===== src/rtl/alu_cmd_issuer_if.sv =====
// Host command, ALU pin and response bundle for alu_cmd_issuer.
// master = issuer side, slave = host/ALU environment side.
interface alu_cmd_issuer_if #(parameter int TAG_W = 4);
    logic             cmd_valid;
    logic             cmd_ready;
    logic [4:0]       cmd_a;
    logic [4:0]       cmd_b;
    logic [1:0]       cmd_mode;
    logic [2:0]       cmd_aop;
    logic [1:0]       cmd_bop;
    logic [TAG_W-1:0] cmd_tag;
    logic             alu_en;
    logic [4:0]       alu_a;
    logic [4:0]       alu_b;
    logic             alu_a_en;
    logic             alu_b_en;
    logic [2:0]       alu_aop;
    logic [1:0]       alu_bop;
    logic [5:0]       alu_c;
    logic             rsp_valid;
    logic             rsp_ready;
    logic [5:0]       rsp_data;
    logic [TAG_W-1:0] rsp_tag;
    logic             rsp_err;
    logic             busy;

    modport master (
        input  cmd_valid, cmd_a, cmd_b, cmd_mode, cmd_aop, cmd_bop, cmd_tag,
        output cmd_ready,
        output alu_en, alu_a, alu_b, alu_a_en, alu_b_en, alu_aop, alu_bop,
        input  alu_c,
        output rsp_valid, rsp_data, rsp_tag, rsp_err,
        input  rsp_ready,
        output busy
    );

    modport slave (
        output cmd_valid, cmd_a, cmd_b, cmd_mode, cmd_aop, cmd_bop, cmd_tag,
        input  cmd_ready,
        input  alu_en, alu_a, alu_b, alu_a_en, alu_b_en, alu_aop, alu_bop,
        output alu_c,
        input  rsp_valid, rsp_data, rsp_tag, rsp_err,
        output rsp_ready,
        input  busy
    );
endinterface


===== src/rtl/alu_cmd_issuer.sv =====
// Command FIFO plus single-op-in-flight FSM that drives the ALU pins,
// captures the registered ALU result and returns it with the request tag.
module alu_cmd_issuer #(
    parameter int DEPTH = 4,
    parameter int TAG_W = 4
) (
    input  logic              clk,
    input  logic              rst_n,
    alu_cmd_issuer_if.master  bus
);
    localparam int AW = $clog2(DEPTH);
    localparam logic [AW:0] FULL_CNT = (AW+1)'(DEPTH);

    typedef struct packed {
        logic [4:0]       a;
        logic [4:0]       b;
        logic [1:0]       mode;
        logic [2:0]       aop;
        logic [1:0]       bop;
        logic [TAG_W-1:0] tag;
    } cmd_t;

    typedef enum logic [1:0] {IDLE, ISSUE, CAPT, RESP} state_t;

    cmd_t            mem_q [DEPTH];
    logic [AW-1:0]   wr_ptr_q, wr_ptr_d, rd_ptr_q, rd_ptr_d;
    logic [AW:0]     count_q, count_d;
    state_t          state_q, state_d;
    cmd_t            op_q, op_d;
    logic [5:0]      rsp_data_q, rsp_data_d;
    logic [TAG_W-1:0] rsp_tag_q, rsp_tag_d;
    logic            rsp_err_q, rsp_err_d;
    logic            push, pop, drv;
    cmd_t            cmd_in, head;

    // Mode 00 is a no-op; the two single-operand codes with no real function
    // are still issued but flagged.
    function automatic logic is_err(cmd_t c);
        return (c.mode == 2'b00) ||
               (c.mode == 2'b10 && c.aop == 3'd7) ||
               (c.mode == 2'b01 && c.bop == 2'd3);
    endfunction

    assign cmd_in = '{a: bus.cmd_a, b: bus.cmd_b, mode: bus.cmd_mode,
                      aop: bus.cmd_aop, bop: bus.cmd_bop, tag: bus.cmd_tag};
    assign head   = mem_q[rd_ptr_q];
    assign push   = bus.cmd_valid && (count_q != FULL_CNT);

    always_comb begin
        state_d    = state_q;
        op_d       = op_q;
        rsp_data_d = rsp_data_q;
        rsp_tag_d  = rsp_tag_q;
        rsp_err_d  = rsp_err_q;
        pop        = 1'b0;
        case (state_q)
            IDLE: if (count_q != '0) begin
                pop       = 1'b1;
                op_d      = head;
                rsp_tag_d = head.tag;
                rsp_err_d = is_err(head);
                state_d   = ISSUE;
            end
            ISSUE: begin
                if (op_q.mode == 2'b00) begin
                    rsp_data_d = '0;
                    state_d    = RESP;
                end else begin
                    state_d = CAPT;
                end
            end
            CAPT: begin
                rsp_data_d = bus.alu_c;
                state_d    = RESP;
            end
            RESP: if (bus.rsp_ready) state_d = IDLE;
            default: state_d = IDLE;
        endcase
    end

    always_comb begin
        wr_ptr_d = push ? wr_ptr_q + AW'(1) : wr_ptr_q;
        rd_ptr_d = pop  ? rd_ptr_q + AW'(1) : rd_ptr_q;
        count_d  = count_q + (AW+1)'(push) - (AW+1)'(pop);
    end

    // Pins carry the op through ISSUE and CAPT; a no-op never touches the ALU.
    assign drv          = (state_q == ISSUE && op_q.mode != 2'b00) || state_q == CAPT;
    assign bus.alu_en   = (state_q == ISSUE) && (op_q.mode != 2'b00);
    assign bus.alu_a    = drv ? op_q.a       : '0;
    assign bus.alu_b    = drv ? op_q.b       : '0;
    assign bus.alu_a_en = drv ? op_q.mode[1] : 1'b0;
    assign bus.alu_b_en = drv ? op_q.mode[0] : 1'b0;
    assign bus.alu_aop  = drv ? op_q.aop     : '0;
    assign bus.alu_bop  = drv ? op_q.bop     : '0;

    assign bus.cmd_ready = (count_q != FULL_CNT);
    assign bus.rsp_valid = (state_q == RESP);
    assign bus.rsp_data  = rsp_data_q;
    assign bus.rsp_tag   = rsp_tag_q;
    assign bus.rsp_err   = rsp_err_q;
    assign bus.busy      = (state_q != IDLE) || (count_q != '0);

    always_ff @(posedge clk) begin
        if (push) mem_q[wr_ptr_q] <= cmd_in;
    end

    always_ff @(posedge clk or negedge rst_n) begin
        if (!rst_n) begin
            state_q    <= IDLE;
            wr_ptr_q   <= '0;
            rd_ptr_q   <= '0;
            count_q    <= '0;
            op_q       <= '0;
            rsp_data_q <= '0;
            rsp_tag_q  <= '0;
            rsp_err_q  <= 1'b0;
        end else begin
            state_q    <= state_d;
            wr_ptr_q   <= wr_ptr_d;
            rd_ptr_q   <= rd_ptr_d;
            count_q    <= count_d;
            op_q       <= op_d;
            rsp_data_q <= rsp_data_d;
            rsp_tag_q  <= rsp_tag_d;
            rsp_err_q  <= rsp_err_d;
        end
    end
endmodule


===== src/flat_wrapper.sv =====
// flat-port wrapper written by rule: the top's interface ports become plain ports
module alu_cmd_issuer_flat 
#(
    parameter int DEPTH = 4,
    parameter int TAG_W = 4
)
  (clk, rst_n, bus_cmd_valid, bus_cmd_a, bus_cmd_b, bus_cmd_mode, bus_cmd_aop, bus_cmd_bop, bus_cmd_tag, bus_cmd_ready, bus_alu_en, bus_alu_a, bus_alu_b, bus_alu_a_en, bus_alu_b_en, bus_alu_aop, bus_alu_bop, bus_alu_c, bus_rsp_valid, bus_rsp_data, bus_rsp_tag, bus_rsp_err, bus_rsp_ready, bus_busy);
  alu_cmd_issuer_if #(.TAG_W(TAG_W)) bus_i ();
  input  logic clk;
  input  logic rst_n;
  input wire logic [$bits(bus_i.cmd_valid)-1:0] bus_cmd_valid;
  input wire logic [$bits(bus_i.cmd_a)-1:0] bus_cmd_a;
  input wire logic [$bits(bus_i.cmd_b)-1:0] bus_cmd_b;
  input wire logic [$bits(bus_i.cmd_mode)-1:0] bus_cmd_mode;
  input wire logic [$bits(bus_i.cmd_aop)-1:0] bus_cmd_aop;
  input wire logic [$bits(bus_i.cmd_bop)-1:0] bus_cmd_bop;
  input wire logic [$bits(bus_i.cmd_tag)-1:0] bus_cmd_tag;
  output wire logic [$bits(bus_i.cmd_ready)-1:0] bus_cmd_ready;
  output wire logic [$bits(bus_i.alu_en)-1:0] bus_alu_en;
  output wire logic [$bits(bus_i.alu_a)-1:0] bus_alu_a;
  output wire logic [$bits(bus_i.alu_b)-1:0] bus_alu_b;
  output wire logic [$bits(bus_i.alu_a_en)-1:0] bus_alu_a_en;
  output wire logic [$bits(bus_i.alu_b_en)-1:0] bus_alu_b_en;
  output wire logic [$bits(bus_i.alu_aop)-1:0] bus_alu_aop;
  output wire logic [$bits(bus_i.alu_bop)-1:0] bus_alu_bop;
  input wire logic [$bits(bus_i.alu_c)-1:0] bus_alu_c;
  output wire logic [$bits(bus_i.rsp_valid)-1:0] bus_rsp_valid;
  output wire logic [$bits(bus_i.rsp_data)-1:0] bus_rsp_data;
  output wire logic [$bits(bus_i.rsp_tag)-1:0] bus_rsp_tag;
  output wire logic [$bits(bus_i.rsp_err)-1:0] bus_rsp_err;
  input wire logic [$bits(bus_i.rsp_ready)-1:0] bus_rsp_ready;
  output wire logic [$bits(bus_i.busy)-1:0] bus_busy;
  assign bus_i.cmd_valid = bus_cmd_valid;
  assign bus_i.cmd_a = bus_cmd_a;
  assign bus_i.cmd_b = bus_cmd_b;
  assign bus_i.cmd_mode = bus_cmd_mode;
  assign bus_i.cmd_aop = bus_cmd_aop;
  assign bus_i.cmd_bop = bus_cmd_bop;
  assign bus_i.cmd_tag = bus_cmd_tag;
  assign bus_cmd_ready = bus_i.cmd_ready;
  assign bus_alu_en = bus_i.alu_en;
  assign bus_alu_a = bus_i.alu_a;
  assign bus_alu_b = bus_i.alu_b;
  assign bus_alu_a_en = bus_i.alu_a_en;
  assign bus_alu_b_en = bus_i.alu_b_en;
  assign bus_alu_aop = bus_i.alu_aop;
  assign bus_alu_bop = bus_i.alu_bop;
  assign bus_i.alu_c = bus_alu_c;
  assign bus_rsp_valid = bus_i.rsp_valid;
  assign bus_rsp_data = bus_i.rsp_data;
  assign bus_rsp_tag = bus_i.rsp_tag;
  assign bus_rsp_err = bus_i.rsp_err;
  assign bus_i.rsp_ready = bus_rsp_ready;
  assign bus_busy = bus_i.busy;
  alu_cmd_issuer #(.DEPTH(DEPTH), .TAG_W(TAG_W)) u_core (.clk(clk), .rst_n(rst_n), .bus(bus_i));
endmodule

===== config.mk =====
export PLATFORM = sky130hd
export DESIGN_NAME = alu_cmd_issuer_flat
export DESIGN_NICKNAME = d
export VERILOG_FILES = /design/src/rtl/alu_cmd_issuer_if.sv /design/src/rtl/alu_cmd_issuer.sv /design/src/flat_wrapper.sv
export SDC_FILE = /design/constraint.sdc
export NUM_CORES = 1
export LEC_CHECK = 0
export ABC_AREA = 1
export CAP_MARGIN = 0
export CORE_AREA = 2 2 100 102
export DETAILED_ROUTE_END_ITERATION = 12
export DIE_AREA = 0 0 102 104
export GPL_ROUTABILITY_DRIVEN = 0
export HOLD_SLACK_MARGIN = 0.1
export PLACE_DENSITY = 0.76
export SYNTH_ARGS = -nofsm -noshare
export SYNTH_HDL_FRONTEND = slang
export SYNTH_SLANG_ARGS = --single-unit
export TNS_END_PERCENT = 100

===== constraint.sdc =====
create_clock -name clk -period 3.05 [get_ports clk]
set_input_delay 0.305 -clock clk [delete_from_list [all_inputs] [get_ports clk]]
set_output_delay 0.305 -clock clk [all_outputs]
set_load 0.05 [all_outputs]

## Yosys cells after proc, flatten, opt, wreduce, memory -nomap -nowiden

Memories as Yosys holds them, arrays and structs flattened.
Cells that the tools add are included.

- Logic and storage cells: 62
- Memories: 1
- Register bits after elaboration: 37
- Input port bits: 31
- Memory bits (writable): 84

- Equal/unequal tests: 11
- Reduce and logical (&&, ||, !) cells: 18
- $add $sub $neg: 4
- Multiplexer cells: 16

Memories:

| name | words | width | rd ports | clocked after Yosys merged registers in | write ports | line | source |
|---|---|---|---|---|---|---|---|
| u_core.mem_q | 4 | 21 | 1 | 0 | 1 | alu_cmd_issuer.sv:25 | `cmd_t mem_q [DEPTH];` |

Operators with widths:

| kind | number |
|---|---|
| one-hot mux 6 bit (2 select lines) | 1 |
| 2-to-1 mux 5 bit | 2 |
| == test 2 bit (second input constant) | 4 |
| one-hot mux 2 bit (4 select lines) | 1 |
| 2-to-1 mux 1 bit | 7 |
| zero test 2 bit | 3 |
| 2-to-1 mux 2 bit | 3 |
| 2-to-1 mux 6 bit | 1 |
| inequality test 2 x 1 -> 1 bit (second input constant) | 3 |
| AND reduction 2 bit | 3 |
| nonzero test 2 bit | 3 |
| adder 2 x 1 -> 2 bit (second input constant) | 2 |
| == test 2 x 1 -> 1 bit (second input constant) | 2 |
| logical AND 1 bit | 4 |
| logical OR 1 bit | 4 |
| adder 3 x 1 -> 3 bit | 1 |
| == test 3 bit (second input constant) | 1 |
| 2-to-1 mux 3 bit | 1 |
| inequality test 3 bit (second input constant) | 1 |
| nonzero test 3 bit | 1 |
| subtractor 3 x 1 -> 3 bit | 1 |

## Depth between registers and ports, before layout

An unclocked memory read counts as a cell.

- Depth after elaboration: 5
- Depth in mapped cells: 11
- Mapped depth without buffers: 10

## Worst setup path after synthesis

OpenSTA, ideal clock, no wires.

- Path kind: reg2reg
- From: register u_core.count_q[1]
- To: memory u_core.mem_q[0][0] (netlist name) (enable)
- Setup time: 0.399 ns
- Period minus slack after synthesis: 2.394 ns
- Data required time: 2.651 ns
- Path slack: 0.656 ns
- Stages on the path, launching flop included: 5
- Arrival time: 1.995 ns
- Cells stage by stage: dfrtp_1 nor2_4 nand2_1 nand2_1 nor2_1

- Longest elaborated chain between the ends: 4

RTL lines:

| what | line | source |
|---|---|---|
| start: declaration | alu_cmd_issuer.sv:27 | `logic [AW:0] count_q, count_d;` |
| start signal: assignment | alu_cmd_issuer.sv:122 | `count_q <= count_d;` |
| inequality test 3 bit | n/a |  |
| via bus_cmd_ready | flat_wrapper.sv:18 | `output wire logic [$bits(bus_i.cmd_ready)-1:0] bus_cmd_ready;` |
| logical AND 1 bit | alu_cmd_issuer.sv:47 | `assign push = bus.cmd_valid && (count_q != FULL_CNT);` |
| 2-to-1 mux 1 bit | alu_cmd_issuer.sv:105 | `if (push) mem_q[wr_ptr_q] <= cmd_in;` |
| 2-to-1 mux 1 bit (implied by the code) | alu_cmd_issuer.sv:105 |  |
| end: declaration | alu_cmd_issuer.sv:25 |  |

The timed path passes the listed nets, and every way through them passes these cells.

## Worst setup path in the final report

- From: register u_core.state_q[1]
- To: output bus_alu_b[4]

- Longest elaborated chain between the ends: 4

RTL lines:

| what | line | source |
|---|---|---|
| start: declaration | alu_cmd_issuer.sv:28 | `state_t state_q, state_d;` |
| start signal: assignment | alu_cmd_issuer.sv:119 | `state_q <= state_d;` |
| == test 2 x 1 -> 1 bit | alu_cmd_issuer.sv:88 | `assign drv = (state_q == ISSUE && op_q.mode != 2'b00) \|\| state_q == CAPT;` |
| logical AND 1 bit | alu_cmd_issuer.sv:88 |  |
| logical OR 1 bit (*) | alu_cmd_issuer.sv:88 |  |
| 2-to-1 mux 5 bit (*) | alu_cmd_issuer.sv:91 | `assign bus.alu_b = drv ? op_q.b : '0;` |
| end: declaration | flat_wrapper.sv:21 | `output wire logic [$bits(bus_i.alu_b)-1:0] bus_alu_b;` |

Every way passes the cells marked *; elsewhere a longest branch is shown, timed or not.

==> impl_metrics.tcl <==
set metrics [dict create \
    avgSynthCellArea_um2 11.65 \
    yosys-top-cells-area "edfxtp_1 (51%), dfrtp_1 (19%), nor2_1 (5.3%)" \
    diodes 0 \
    dieArea_mm2 0.01061 \
    synth_commonest_cells "edfxtp_1 (84), nor2_1 (70), nand2_1 (62), o21ai_0 (51), dfrtp_1 (37)" \
    synth_top_cell_by_area "edfxtp_1" \
    grt_max_degree 43 \
    viasPerCell 5.220 \
    synth_edf_count 84 \
    num_io_pins 63 \
    finalHoldViolations 0 \
    synth_cells 426 \
    ys.flop_type "edfxtp_1" \
    fp.coreArea_mm2 0.009549 \
    dp_slack_ns 0.5368 \
    post-route-min-period_ns 2.874 \
    synth_warnings 0 \
    critical_path.cell_chain "inv_1 > ha_1 > inv_1 > a21oi_4 > nor2_2 > nor2_1 > clkdlybuf4s50_1" \
    drt_iter0_drc 221 \
    cts.clk_slew.worst_paths_ns 0.06 \
    cts.sinks 121 \
    arrival_ns 2.57 \
    p_leak_nw 2.520 \
    rsz0062_at_grt "no" \
    finalSetupViolations 0 \
    maxSlewHeadroom_pct 42.82 \
    crit_path_max_incr_delay_ns 0.81 \
    clock_latency_ns 0.50 \
    finalNonFillerCells 644 \
    routed_wl_um 10070 \
    antenna_found_initial 0 \
    synth_area_mm2 0.004965 \
    slew_violations 0 \
    critPathTopFamily "buffers and inverters" \
    vias 3362 \
    htree_levels 4 \
    grt_overflow_total 0 \
    place_hpwl_um 5945 \
    post-route-drc-count 0 \
    drv_cap 0 \
    fin_ws_ns 0.1758 \
    rows 36 \
    wl_per_cell_um 15.64 \
    ys_seq_elements 121 \
    crit_type "flip-flop to primary output" \
    cp-end-kind "primary output" \
    cts_tree "done" \
    fmaxAchievable_mhz 347.9 \
    first_global_vias 3411 \
    areaGrowthSynthToFinish_pct 26.23 \
    initial_core_util_pct 51.99 \
    worstPathMaxFanout 9 \
    synth_nets 469 \
    start_kind "flip-flop" \
    crit_buf_inv 3 \
    grt_pass1_wl_um 16130 \
    drt_first_pass_iters 5 \
    dieHeight_um 104 \
    synthArstFlopShare_pct 30.58 \
    clockBufferDepth 2 \
    cts_buffers 17 \
    power_mw 7.253 \
    fin_nets 541 \
    clockRootBuffer "clkbuf_8" \
    ys_seq_area_share_pct 69.46 \
    fp.dieW_um 102 \
    fin_setup_tns_ns 0 \
    crit_slowest_cell "clkdlybuf4s50_1" \
    hold_class "input port to flip-flop" \
    required_ns 2.74 \
    p_per_area_mw_per_mm2 1157 \
    dp.cells 611 \
    ir_drop_mv 0.7183 \
    outcome "complete, no violations" \
    crit_top_cell "inv_1" \
    finClkSkew_ns 0.007038 \
    port_buffers 62 \
    grt_util_all_layers_pct 20.01 \
    ant_nets 0 \
    post_cts_buffers 0 \
    synth.top_cell.area_share_pct 50.81 \
    synth.most_common_cell "edfxtp_1" \
    ys_types 26 \
    min_period_over_period_pct 94.24 \
    worst_pin_slew_ns 0.8577 \
    layout-drive-gt1-share_pct 10.18 \
]
-- worst reg2reg max path: cells and delay by family (launching register included) --
kind | cells | cell delay, ns
compound gates | 1 | 0.04
xor+xnor | 1 | 0.16
fa+ha+maj | 4 | 1.05
flops | 1 | 0.39
buf+inv | 3 | 0.24
-- report_power, final --
| part | leakage (nW) | total, mW | switching (mW) | internal (mW) |
|---|---|---|---|---|
| clock network | 0.267 | 1.85 | 0.683 | 1.17 |
| logic | 1.04 | 2.95 | 2.05 | 0.896 |
| registers | 1.22 | 2.46 | 0.201 | 2.26 |
-- through the flow --
stage                     instance area, um2  hold slack, ns  utilization [%]
after detailed placement                5697          0.4687            59.66
final                                   6267          0.3872            65.63
after global placement                  5697          0.4641            59.66
after CTS                               6260          0.3690            65.55
after global routing                    6267          0.3884            65.63
after floorplan                         4965        0.009409                -
-- layer usage --
metal	share of wire, %	GRT usage, %	vias to the layer above	wire length (um)
met2	50	32.89	128	5058
met3	6.4	4.839	14	641
li1	-	-	1588	-
met4	1.5	8.667	0	147
met5	0	0	-	0
met1	42	25.08	1632	4225
-- flip-flops by register name (all words and copies together) (netlist names) --
name,cells
u_core.op_q,17
u_core.rd_ptr_q,2
u_core.wr_ptr_q,2
u_core.bus.rsp_tag,4
u_core.mem_q,84
u_core.bus.rsp_data,6
u_core.bus.rsp_err,1
u_core.count_q,3
u_core.state_q,2
-- layout make-up --
type / instances / area, um2
Sequential cell: 121 / 3448
Fill cell: 732 / 3282
Multi-Input combinational cell: 247 / 1247
Timing Repair Buffer: 72 / 694.4
Clock buffer: 18 / 427.9
Tap cell: 133 / 166.4
Inverter: 39 / 151.4
Clock inverter: 14 / 131.4
-- final timing paths --
kind | from | endpoint | slack (ns) | cells after the start
max in group asynchronous | rst_n | u_core.op_q[14]$_DFFE_PN0P_ | 2.05 | 2
min | bus_alu_c[5] | u_core.bus.rsp_data[5]$_DFFE_PN0P_ | 0.39 | 3
min reg2reg | u_core.bus.rsp_err$_DFFE_PN0P_ | u_core.bus.rsp_err$_DFFE_PN0P_ | 0.48 | 2
min in group asynchronous | rst_n | u_core.bus.rsp_data[0]$_DFFE_PN0P_ | 0.46 | 2
max reg2reg | u_core.state_q[0]$_DFFE_PN0P_ | u_core.count_q[2]$_DFF_PN0_ | 1.05 | 9
max | u_core.state_q[1]$_DFFE_PN0P_ | bus_alu_b[4] | 0.18 | 7
-- kinds of logic after synthesis --
group           Yosys count  synth area share [%]
simple gates            151                 12.07
flops                   121                 69.46
compound gates           80                 8.971
buf+inv                  58                 5.620
fa+ha+maj                12                 3.175
xor+xnor                  4                0.7058
-- layout by cell type, fill, tap and decap left out --
| cell type | count |
|---|---|
| edfxtp_1 | 84 |
| nor2_1 | 66 |
| nand2_1 | 62 |
| clkdlybuf4s50_1 | 53 |
| o21ai_0 | 51 |
| dfrtp_1 | 37 |
| inv_1 | 36 |
| clkbuf_16 | 16 |
| nand3_1 | 15 |
| o22ai_1 | 12 |
| ha_1 | 11 |
| buf_4 | 9 |
| o21ai_1 | 7 |
| nor2_2 | 6 |
| clkinv_2 | 5 |
| dlygate4sd2_1 | 5 |
| a31oi_1 | 4 |
| clkinvlp_4 | 4 |
| xor2_1 | 3 |
| a21oi_1 | 3 |
| dlymetal6s2s_1 | 3 |
| a21oi_4 | 2 |
| inv_2 | 2 |
| clkbuf_8 | 2 |
| bufinv_16 | 2 |
| clkinv_1 | 2 |
| nor2_4 | 1 |
| xnor2_1 | 1 |
| inv_6 | 1 |
| nor3_1 | 1 |
| o21a_1 | 1 |
| fa_1 | 1 |
| clkinv_4 | 1 |
| dlygate4sd3_1 | 1 |
| buf_2 | 1 |
-- timing repair --
item,in CTS,in global routing
hold endpoints to repair,37,0
hold buffers,1,0
resized for setup,5,3
endpoints found under the setup margin,5,3
(Power assumes the default switching activity.)
